## config.mk

```make
export PLATFORM = sky130hd
export DESIGN_NAME = risc_v_mmio_resp_flat
export DESIGN_NICKNAME = d
export VERILOG_FILES = /design/src/rtl/risc_v_mmio_resp_if.sv /design/src/rtl/risc_v_mmio_resp.sv /design/src/flat_wrapper.sv
export SDC_FILE = /design/constraint.sdc
export NUM_CORES = 1
export LEC_CHECK = 0
export CAP_MARGIN = 20
export CORE_MARGIN = 3
export CORE_UTILIZATION = 52
export CTS_CLUSTER_DIAMETER = 60
export CTS_CLUSTER_SIZE = 14
export DETAILED_ROUTE_END_ITERATION = 16
export PLACE_DENSITY = 0.9
export SYNTH_ARGS = -nofsm -noshare
export SYNTH_HDL_FRONTEND = slang
export SYNTH_SLANG_ARGS = --single-unit
```

## constraint.sdc

```tcl
create_clock -name clk -period 2.9 [get_ports clk]
set_clock_uncertainty 0.2 [all_clocks]
set_input_delay 0.58 -clock clk [delete_from_list [all_inputs] [get_ports clk]]
set_output_delay 0.58 -clock clk [all_outputs]
set_load 0.02 [all_outputs]
```

## src/rtl/risc_v_mmio_resp_if.sv

```systemverilog
// MMIO request/response bus between the memory controller (master) and the
// MMIO responder (slave). Offsets are relative to the MMIO base.
interface risc_v_mmio_resp_if;
  localparam int ADDRESS_32_W = 32;
  localparam int DATA_32_W    = 32;

  logic                    mmio_wr_val;
  logic [ADDRESS_32_W-1:0] mmio_wr_addr;
  logic [DATA_32_W-1:0]    mmio_wr_data;
  logic                    mmio_rd_val;
  logic [ADDRESS_32_W-1:0] mmio_rd_addr;
  logic [DATA_32_W-1:0]    mmio_rd_data;
  logic                    mmio_rd_data_val;
  logic                    mmio_addr_error;

  modport master (
    output mmio_wr_val, mmio_wr_addr, mmio_wr_data, mmio_rd_val, mmio_rd_addr,
    input  mmio_rd_data, mmio_rd_data_val, mmio_addr_error
  );

  modport slave (
    input  mmio_wr_val, mmio_wr_addr, mmio_wr_data, mmio_rd_val, mmio_rd_addr,
    output mmio_rd_data, mmio_rd_data_val, mmio_addr_error
  );
endinterface

```

## src/rtl/risc_v_mmio_resp.sv

```systemverilog
// MMIO responder: GPIO port, compare timer with interrupt, and a byte TX FIFO
// drained by a ready/valid console sink. Reads return registered data 1 cycle later.
module risc_v_mmio_resp #(
  parameter int GPIO_W        = 8,
  parameter int TX_FIFO_DEPTH = 4
) (
  input  logic              clk,
  input  logic              rst_n,
  risc_v_mmio_resp_if.slave bus,
  input  logic [GPIO_W-1:0] gpio_in,
  output logic [GPIO_W-1:0] gpio_out,
  output logic              timer_irq,
  output logic [7:0]        tx_data,
  output logic              tx_valid,
  input  logic              tx_ready
);
  localparam int PW = $clog2(TX_FIFO_DEPTH);
  localparam int CW = PW + 1;

  typedef enum logic [2:0] {
    REG_GPIO_OUT   = 3'd0,
    REG_GPIO_IN    = 3'd1,
    REG_TIMER_CNT  = 3'd2,
    REG_TIMER_CMP  = 3'd3,
    REG_TIMER_CTRL = 3'd4,
    REG_TX_DATA    = 3'd5,
    REG_TX_STATUS  = 3'd6,
    REG_UNMAPPED   = 3'd7
  } reg_e;

  reg_e wr_sel, rd_sel;
  logic wr_map, rd_map;

  assign wr_sel = reg_e'(bus.mmio_wr_addr[4:2]);
  assign rd_sel = reg_e'(bus.mmio_rd_addr[4:2]);
  assign wr_map = (bus.mmio_wr_addr[31:5] == '0) && (wr_sel != REG_UNMAPPED);
  assign rd_map = (bus.mmio_rd_addr[31:5] == '0) && (rd_sel != REG_UNMAPPED);

  logic we_gpio, we_cnt, we_cmp, we_ctrl, we_tx, we_status;
  assign we_gpio   = bus.mmio_wr_val && wr_map && (wr_sel == REG_GPIO_OUT);
  assign we_cnt    = bus.mmio_wr_val && wr_map && (wr_sel == REG_TIMER_CNT);
  assign we_cmp    = bus.mmio_wr_val && wr_map && (wr_sel == REG_TIMER_CMP);
  assign we_ctrl   = bus.mmio_wr_val && wr_map && (wr_sel == REG_TIMER_CTRL);
  assign we_tx     = bus.mmio_wr_val && wr_map && (wr_sel == REG_TX_DATA);
  assign we_status = bus.mmio_wr_val && wr_map && (wr_sel == REG_TX_STATUS);

  // GPIO: output register and 2-flop input synchronizer
  logic [GPIO_W-1:0] gpio_sync1, gpio_sync2;

  // NOTE: sequential state uses non-blocking assignments so every flop samples pre-edge values.
  always_ff @(posedge clk or negedge rst_n) begin
    if (!rst_n) begin
      gpio_out   <= '0;
      gpio_sync1 <= '0;
      gpio_sync2 <= '0;
    end else begin
      gpio_sync1 <= gpio_in;
      gpio_sync2 <= gpio_sync1;
      if (we_gpio) gpio_out <= bus.mmio_wr_data[GPIO_W-1:0];
    end
  end

  logic [31:0] tmr_cnt, tmr_cmp;
  logic        tmr_en, tmr_irq_en, tmr_pending, tmr_hit;

  assign tmr_hit   = tmr_en && (tmr_cnt == tmr_cmp);
  assign timer_irq = tmr_pending && tmr_irq_en;

  always_ff @(posedge clk or negedge rst_n) begin
    if (!rst_n) begin
      tmr_cnt     <= '0;
      tmr_cmp     <= '0;
      tmr_en      <= 1'b0;
      tmr_irq_en  <= 1'b0;
      tmr_pending <= 1'b0;
    end else begin
      // A CPU write to CNT takes priority over the wrap and the increment.
      if (we_cnt)       tmr_cnt <= bus.mmio_wr_data;
      else if (tmr_hit) tmr_cnt <= '0;
      else if (tmr_en)  tmr_cnt <= tmr_cnt + 32'd1;
      if (we_cmp) tmr_cmp <= bus.mmio_wr_data;
      if (we_ctrl) begin
        tmr_en     <= bus.mmio_wr_data[0];
        tmr_irq_en <= bus.mmio_wr_data[1];
      end
      tmr_pending <= tmr_hit || (tmr_pending && !(we_ctrl && bus.mmio_wr_data[2]));
    end
  end

  logic [7:0]    fifo_mem [TX_FIFO_DEPTH];
  logic [PW-1:0] wr_ptr, rd_ptr;
  logic [CW-1:0] fifo_count;
  logic          fifo_full, fifo_empty, overflow, pop, accept;

  assign fifo_full  = (fifo_count == CW'(TX_FIFO_DEPTH));
  assign fifo_empty = (fifo_count == '0);
  assign tx_valid   = !fifo_empty;
  assign tx_data    = tx_valid ? fifo_mem[rd_ptr] : 8'h00;
  assign pop        = tx_valid && tx_ready;
  // A push into a full FIFO is still accepted when the head leaves the same cycle.
  assign accept     = we_tx && (!fifo_full || pop);

  always_ff @(posedge clk or negedge rst_n) begin
    if (!rst_n) begin
      wr_ptr     <= '0;
      rd_ptr     <= '0;
      fifo_count <= '0;
      overflow   <= 1'b0;
    end else begin
      if (accept) wr_ptr <= wr_ptr + 1'b1;
      if (pop)    rd_ptr <= rd_ptr + 1'b1;
      case ({accept, pop})
        2'b10:   fifo_count <= fifo_count + 1'b1;
        2'b01:   fifo_count <= fifo_count - 1'b1;
        default: fifo_count <= fifo_count;
      endcase
      overflow <= (we_tx && !accept) || (overflow && !(we_status && bus.mmio_wr_data[2]));
    end
  end

  // NOTE: storage array has no reset; emptiness is carried by the reset pointers/count.
  always_ff @(posedge clk) begin
    if (accept) fifo_mem[wr_ptr] <= bus.mmio_wr_data[7:0];
  end

  logic [31:0] rd_mux;

  // NOTE: every combinational output gets a default first so no latch is inferred.
  always_comb begin
    rd_mux = '0;
    case (rd_sel)
      REG_GPIO_OUT:   rd_mux = 32'(gpio_out);
      REG_GPIO_IN:    rd_mux = 32'(gpio_sync2);
      REG_TIMER_CNT:  rd_mux = tmr_cnt;
      REG_TIMER_CMP:  rd_mux = tmr_cmp;
      REG_TIMER_CTRL: rd_mux = {29'd0, tmr_pending, tmr_irq_en, tmr_en};
      REG_TX_STATUS: begin
        rd_mux[8:4] = 5'(fifo_count);
        rd_mux[2:0] = {overflow, fifo_empty, fifo_full};
      end
      default:        rd_mux = '0;
    endcase
  end

  always_ff @(posedge clk or negedge rst_n) begin
    if (!rst_n) begin
      bus.mmio_rd_data     <= '0;
      bus.mmio_rd_data_val <= 1'b0;
      bus.mmio_addr_error  <= 1'b0;
    end else begin
      bus.mmio_rd_data     <= (bus.mmio_rd_val && rd_map) ? rd_mux : '0;
      bus.mmio_rd_data_val <= bus.mmio_rd_val;
      bus.mmio_addr_error  <= (bus.mmio_wr_val && !wr_map) || (bus.mmio_rd_val && !rd_map);
    end
  end
endmodule

```

## src/flat_wrapper.sv

```systemverilog
// flat-port wrapper written by rule: the top's interface ports become plain ports
module risc_v_mmio_resp_flat 
#(
  parameter int GPIO_W        = 8,
  parameter int TX_FIFO_DEPTH = 4
)
  (clk, rst_n, gpio_in, gpio_out, timer_irq, tx_data, tx_valid, tx_ready, bus_mmio_wr_val, bus_mmio_wr_addr, bus_mmio_wr_data, bus_mmio_rd_val, bus_mmio_rd_addr, bus_mmio_rd_data, bus_mmio_rd_data_val, bus_mmio_addr_error);
  risc_v_mmio_resp_if bus_i ();
  input  logic clk;
  input  logic rst_n;
  input  logic [GPIO_W-1:0] gpio_in;
  output logic [GPIO_W-1:0] gpio_out;
  output logic timer_irq;
  output logic [7:0] tx_data;
  output logic tx_valid;
  input  logic tx_ready;
  input wire logic [$bits(bus_i.mmio_wr_val)-1:0] bus_mmio_wr_val;
  input wire logic [$bits(bus_i.mmio_wr_addr)-1:0] bus_mmio_wr_addr;
  input wire logic [$bits(bus_i.mmio_wr_data)-1:0] bus_mmio_wr_data;
  input wire logic [$bits(bus_i.mmio_rd_val)-1:0] bus_mmio_rd_val;
  input wire logic [$bits(bus_i.mmio_rd_addr)-1:0] bus_mmio_rd_addr;
  output wire logic [$bits(bus_i.mmio_rd_data)-1:0] bus_mmio_rd_data;
  output wire logic [$bits(bus_i.mmio_rd_data_val)-1:0] bus_mmio_rd_data_val;
  output wire logic [$bits(bus_i.mmio_addr_error)-1:0] bus_mmio_addr_error;
  assign bus_i.mmio_wr_val = bus_mmio_wr_val;
  assign bus_i.mmio_wr_addr = bus_mmio_wr_addr;
  assign bus_i.mmio_wr_data = bus_mmio_wr_data;
  assign bus_i.mmio_rd_val = bus_mmio_rd_val;
  assign bus_i.mmio_rd_addr = bus_mmio_rd_addr;
  assign bus_mmio_rd_data = bus_i.mmio_rd_data;
  assign bus_mmio_rd_data_val = bus_i.mmio_rd_data_val;
  assign bus_mmio_addr_error = bus_i.mmio_addr_error;
  risc_v_mmio_resp #(.GPIO_W(GPIO_W), .TX_FIFO_DEPTH(TX_FIFO_DEPTH)) u_core (.clk(clk), .rst_n(rst_n), .bus(bus_i), .gpio_in(gpio_in), .gpio_out(gpio_out), .timer_irq(timer_irq), .tx_data(tx_data), .tx_valid(tx_valid), .tx_ready(tx_ready));
endmodule
```

==> impl_metrics.csv <==
group,metric,value,unit
run_status,run_status,"completed",
placement,io_buffer_count,156,
sta,finalHoldViolCount,0,
grt,grt_pass1_wl,36.93,mm
synthesis,synthesis.area_per_instance,10.89,µm²
grt,track_usage,28.58,%
synthesis,synth_area_leaders,"dfrtp_1 (41%), edfxtp_1 (12%), mux2_2 (5.9%), nor2_1 (4.6%), a22oi_1 (3.8%)",
worst_hold_path,worstHoldStart,"u_core.gpio_sync1[2]",
cells_and_area,area_delta_synth_final,34.54,%
route,drtAntennaViolNets,0,
power_and_ir_drop,power_per_cell_area,560.7,nW/µm²
sta,finalSetupViolCount,0,
synthesis,yosys.area.top_type_share,41.46,%
power_and_ir_drop,irDropWorstVdd,0.6107,mV
synthesis,synth_cell_type_count,64,
critical_path,critical_path.reg2reg.endpoint,"u_core.tmr_cnt[14]",
grt,grt_start_max_net_pins,55,
sta,period_share,96.29,%
sta,period_needed,2792,ps
clocking,clkTransAtPathRegs,60,ps
sta,fmaxAchievable,0.3581,GHz
synthesis,postSynthCellCount,737,
clocking,ctsLongestPathBuffers,2,
route,wl_per_cell,20.96,µm
critical_path,start_kind,"primary input",
cells_and_area,layout.filler_cells,891,
critical_path,worstPathRequired,2970,ps
critical_path,setup.reg_to_reg.worst_slack,130,ps
critical_path,critPathArrivalTime,2860,ps
critical_path,max_fo_critical_path,3,
critical_path,critical_path.endpoint,"u_core.fifo_count[2]",
synthesis,synth_top_cells_by_count,"dfrtp_1 (133), nor2_1 (99), mux2_2 (42)",
route,met3WireLength,1.619,mm
power_and_ir_drop,report.power.total,6.055,mW
synthesis,yosys_register_bits,165,
critical_path,crit_start,"bus_mmio_wr_addr[20]",
clocking,cts_max_level,4,
route,drc,0,
sta,maxSlewViolCount,0,
cells_and_area,layoutNonFillerInstCount,1113,
route,avgViaCountPerCell,6.151,
synthesis,syn_area,8028,µm²
critical_path,reg2regPathDepth,8,
critical_path,crit_type,"primary input to flip-flop",
die,floorplan.die.height,130.3,µm
synthesis,synth_nets,852,
die,die_x,130.3,µm
placement,place.gp.congestion,0.8874,
die,design.portCount,161,
route,topRoutingLayerUsed,"met4",
cells_and_area,finalCoreUtilization,72.93,%
synthesis,synth.most_common_cell,"dfrtp_1",
cells_and_area,share_of_post_route_cells_with_drive_strength_above_1,16.25,%
cells_and_area,antenna_cells_inserted,0,
die,fp.coreArea,14810,µm²
route,drtIter0Drc,907,
synthesis,ys.flop_type,"dfrtp_1",
placement,placed_cells,1077,
power_and_ir_drop,power.static_leakage,4.455,nW
placement,post-dp-hpwl,15.74,mm
die,die-area,16970,µm²
critical_path,reg2reg_start,"u_core.tmr_cnt[6]",
route,vias,6846,
grt,first_global_vias,6947,
die,start_util,54.21,%
die,std_cell_rows,44,
job,max-cap-violations,0,
sta,grt_setup_unrepaired,"no",
grt,congestion_overflow_gr,0,
route,finalWirelength,23.33,mm
worst_hold_path,min_delay_worst_type,"flip-flop to flip-flop",
route,routedLengthMet1,8.987,mm
worst_hold_path,min_delay_path_depth,0,
clocking,clk_latency,430,ps
critical_path,timing.critical_path.to_type,"flip-flop",
clocking,clock_sink_count,165,
synthesis,ys_warn_count,0,
grt,antenna_violations_before_repair,0,
cells_and_area,num-nets-final,1031,
synthesis,synth-seq-area-share,53.43,%
route,drt_pass1_iterations,5,
clocking,cts_inserted_buffers,17,
sta,slew-limit-headroom,64.90,%
clocking,cts-root-buf,"clkbuf_16",
route,detailroute.wirelength.met2,11.82,mm
sta,tightest_slew,526.4,ps
synthesis,post-synth-top-area-cell,"dfrtp_1",
synthesis,synth_edf_count,32,
clocking,cts_tree,"done",
synthesis,async_flop_share,80.61,%
-- state kept, by name (all words and copies together) (netlist names) --
signal / cells
u_core.bus.mmio_addr_error: 1
u_core.tmr_irq_en: 1
u_core.tmr_cmp: 32
u_core.rd_ptr: 2
u_core.tmr_pending: 1
u_core.fifo_count: 3
u_core.gpio_out: 8
u_core.overflow: 1
u_core.bus.mmio_rd_data_val: 1
u_core.tmr_cnt: 32
u_core.gpio_sync2: 8
u_core.fifo_mem: 32
u_core.wr_ptr: 2
u_core.gpio_sync1: 8
u_core.bus.mmio_rd_data: 32
u_core.tmr_en: 1
-- placed cells by master (no fill, tap or decap), types with 7 or more instances in the layout --
master,n
xor2_1,7
nor3_1,26
clkbuf_16,19
nand3_1,15
o21ai_0,29
dfrtp_1,132
xnor2_1,31
dlygate4sd2_1,8
mux2i_1,10
and2_1,16
inv_1,9
a21oi_1,34
nor4_1,15
buf_12,8
nor2_1,99
mux2_2,42
nand2_1,33
mux4_2,10
nand4_1,16
clkdlybuf4s50_1,147
buf_4,43
edfxtp_1,32
o21ai_1,7
a22oi_1,41
-- worst max-delay path, stage by stage --
cell             delay (ps)
clkdlybuf4s50_1         440
nor4_1                  290
nand2_1                 120
nor4_2                  330
nor3_1                  100
fa_1                    400
o311ai_0                380
o311ai_0                220
-- cell families after synthesis --
logic type               synth area share [%]
AO/OA/AOI/OAI                           11.24
XOR/XNOR                                4.146
adder cells (fa/ha/maj)                 1.029
buffers and inverters                   3.070
flip-flops                              53.43
multiplexers                            9.944
AND/OR/NAND/NOR                         17.15
-- worst min path at each step --
stage / endpoint / slack [ps]
floorplan: u_core.bus.mmio_addr_error / 80
global placement: u_core.gpio_sync2[3] / 130
detailed placement: u_core.gpio_sync2[2] / 140
CTS: u_core.gpio_sync2[2] / 150
global route: u_core.gpio_sync2[1] / 150
finish: u_core.gpio_sync2[2] / 140
-- per-stage QoR --
stage | cell area, µm² | TNS, ps | hold WS, ps | setup WS [ps]
2_1_floorplan | 8028 | 0 | 84.41 | 81.02
3_3_place_gp | 10070 | -14410 | 134.0 | -210.9
3_5_place_dp | 10070 | -15310 | 136.3 | -313.0
4_1_cts | 10790 | 0 | 148.0 | 127.8
5_1_grt | 10800 | 0 | 152.3 | 15.74
6_report | 10800 | 0 | 143.9 | 107.6
-- power by group --
group	switching [mW]	internal [mW]	total (mW)
clock network	0.913	1.68	2.59
logic	0.467	0.509	0.976
registers	0.0736	2.41	2.49
-- per-layer routing --
layer	vias to the layer above	global-route usage, %
met5	-	0
met3	73	6.222
met2	344	47.34
met4	0	13.26
met1	3387	35.98
li1	3042	-
-- final cells by class --
cell class              instances  area [µm²]  area share [%]
well taps                     184       230.2           2.132
flip-flops and latches        165        4290           39.72
clock inverters                10       186.4           1.726
repair buffers                208        2046           18.94
inverters                      11       41.29          0.3823
multi-input cells             513        3500           32.40
clock buffers                  22       506.7           4.692
-- what timing repair did --
item,in CTS,in global routing
endpoints found under the hold margin,51,0
buffers inserted,2,1
gates resized for setup,9,1
hold buffers,1,0
endpoints found under the setup margin,8,3
pin swaps,0,2
(Power assumes the default switching activity.)
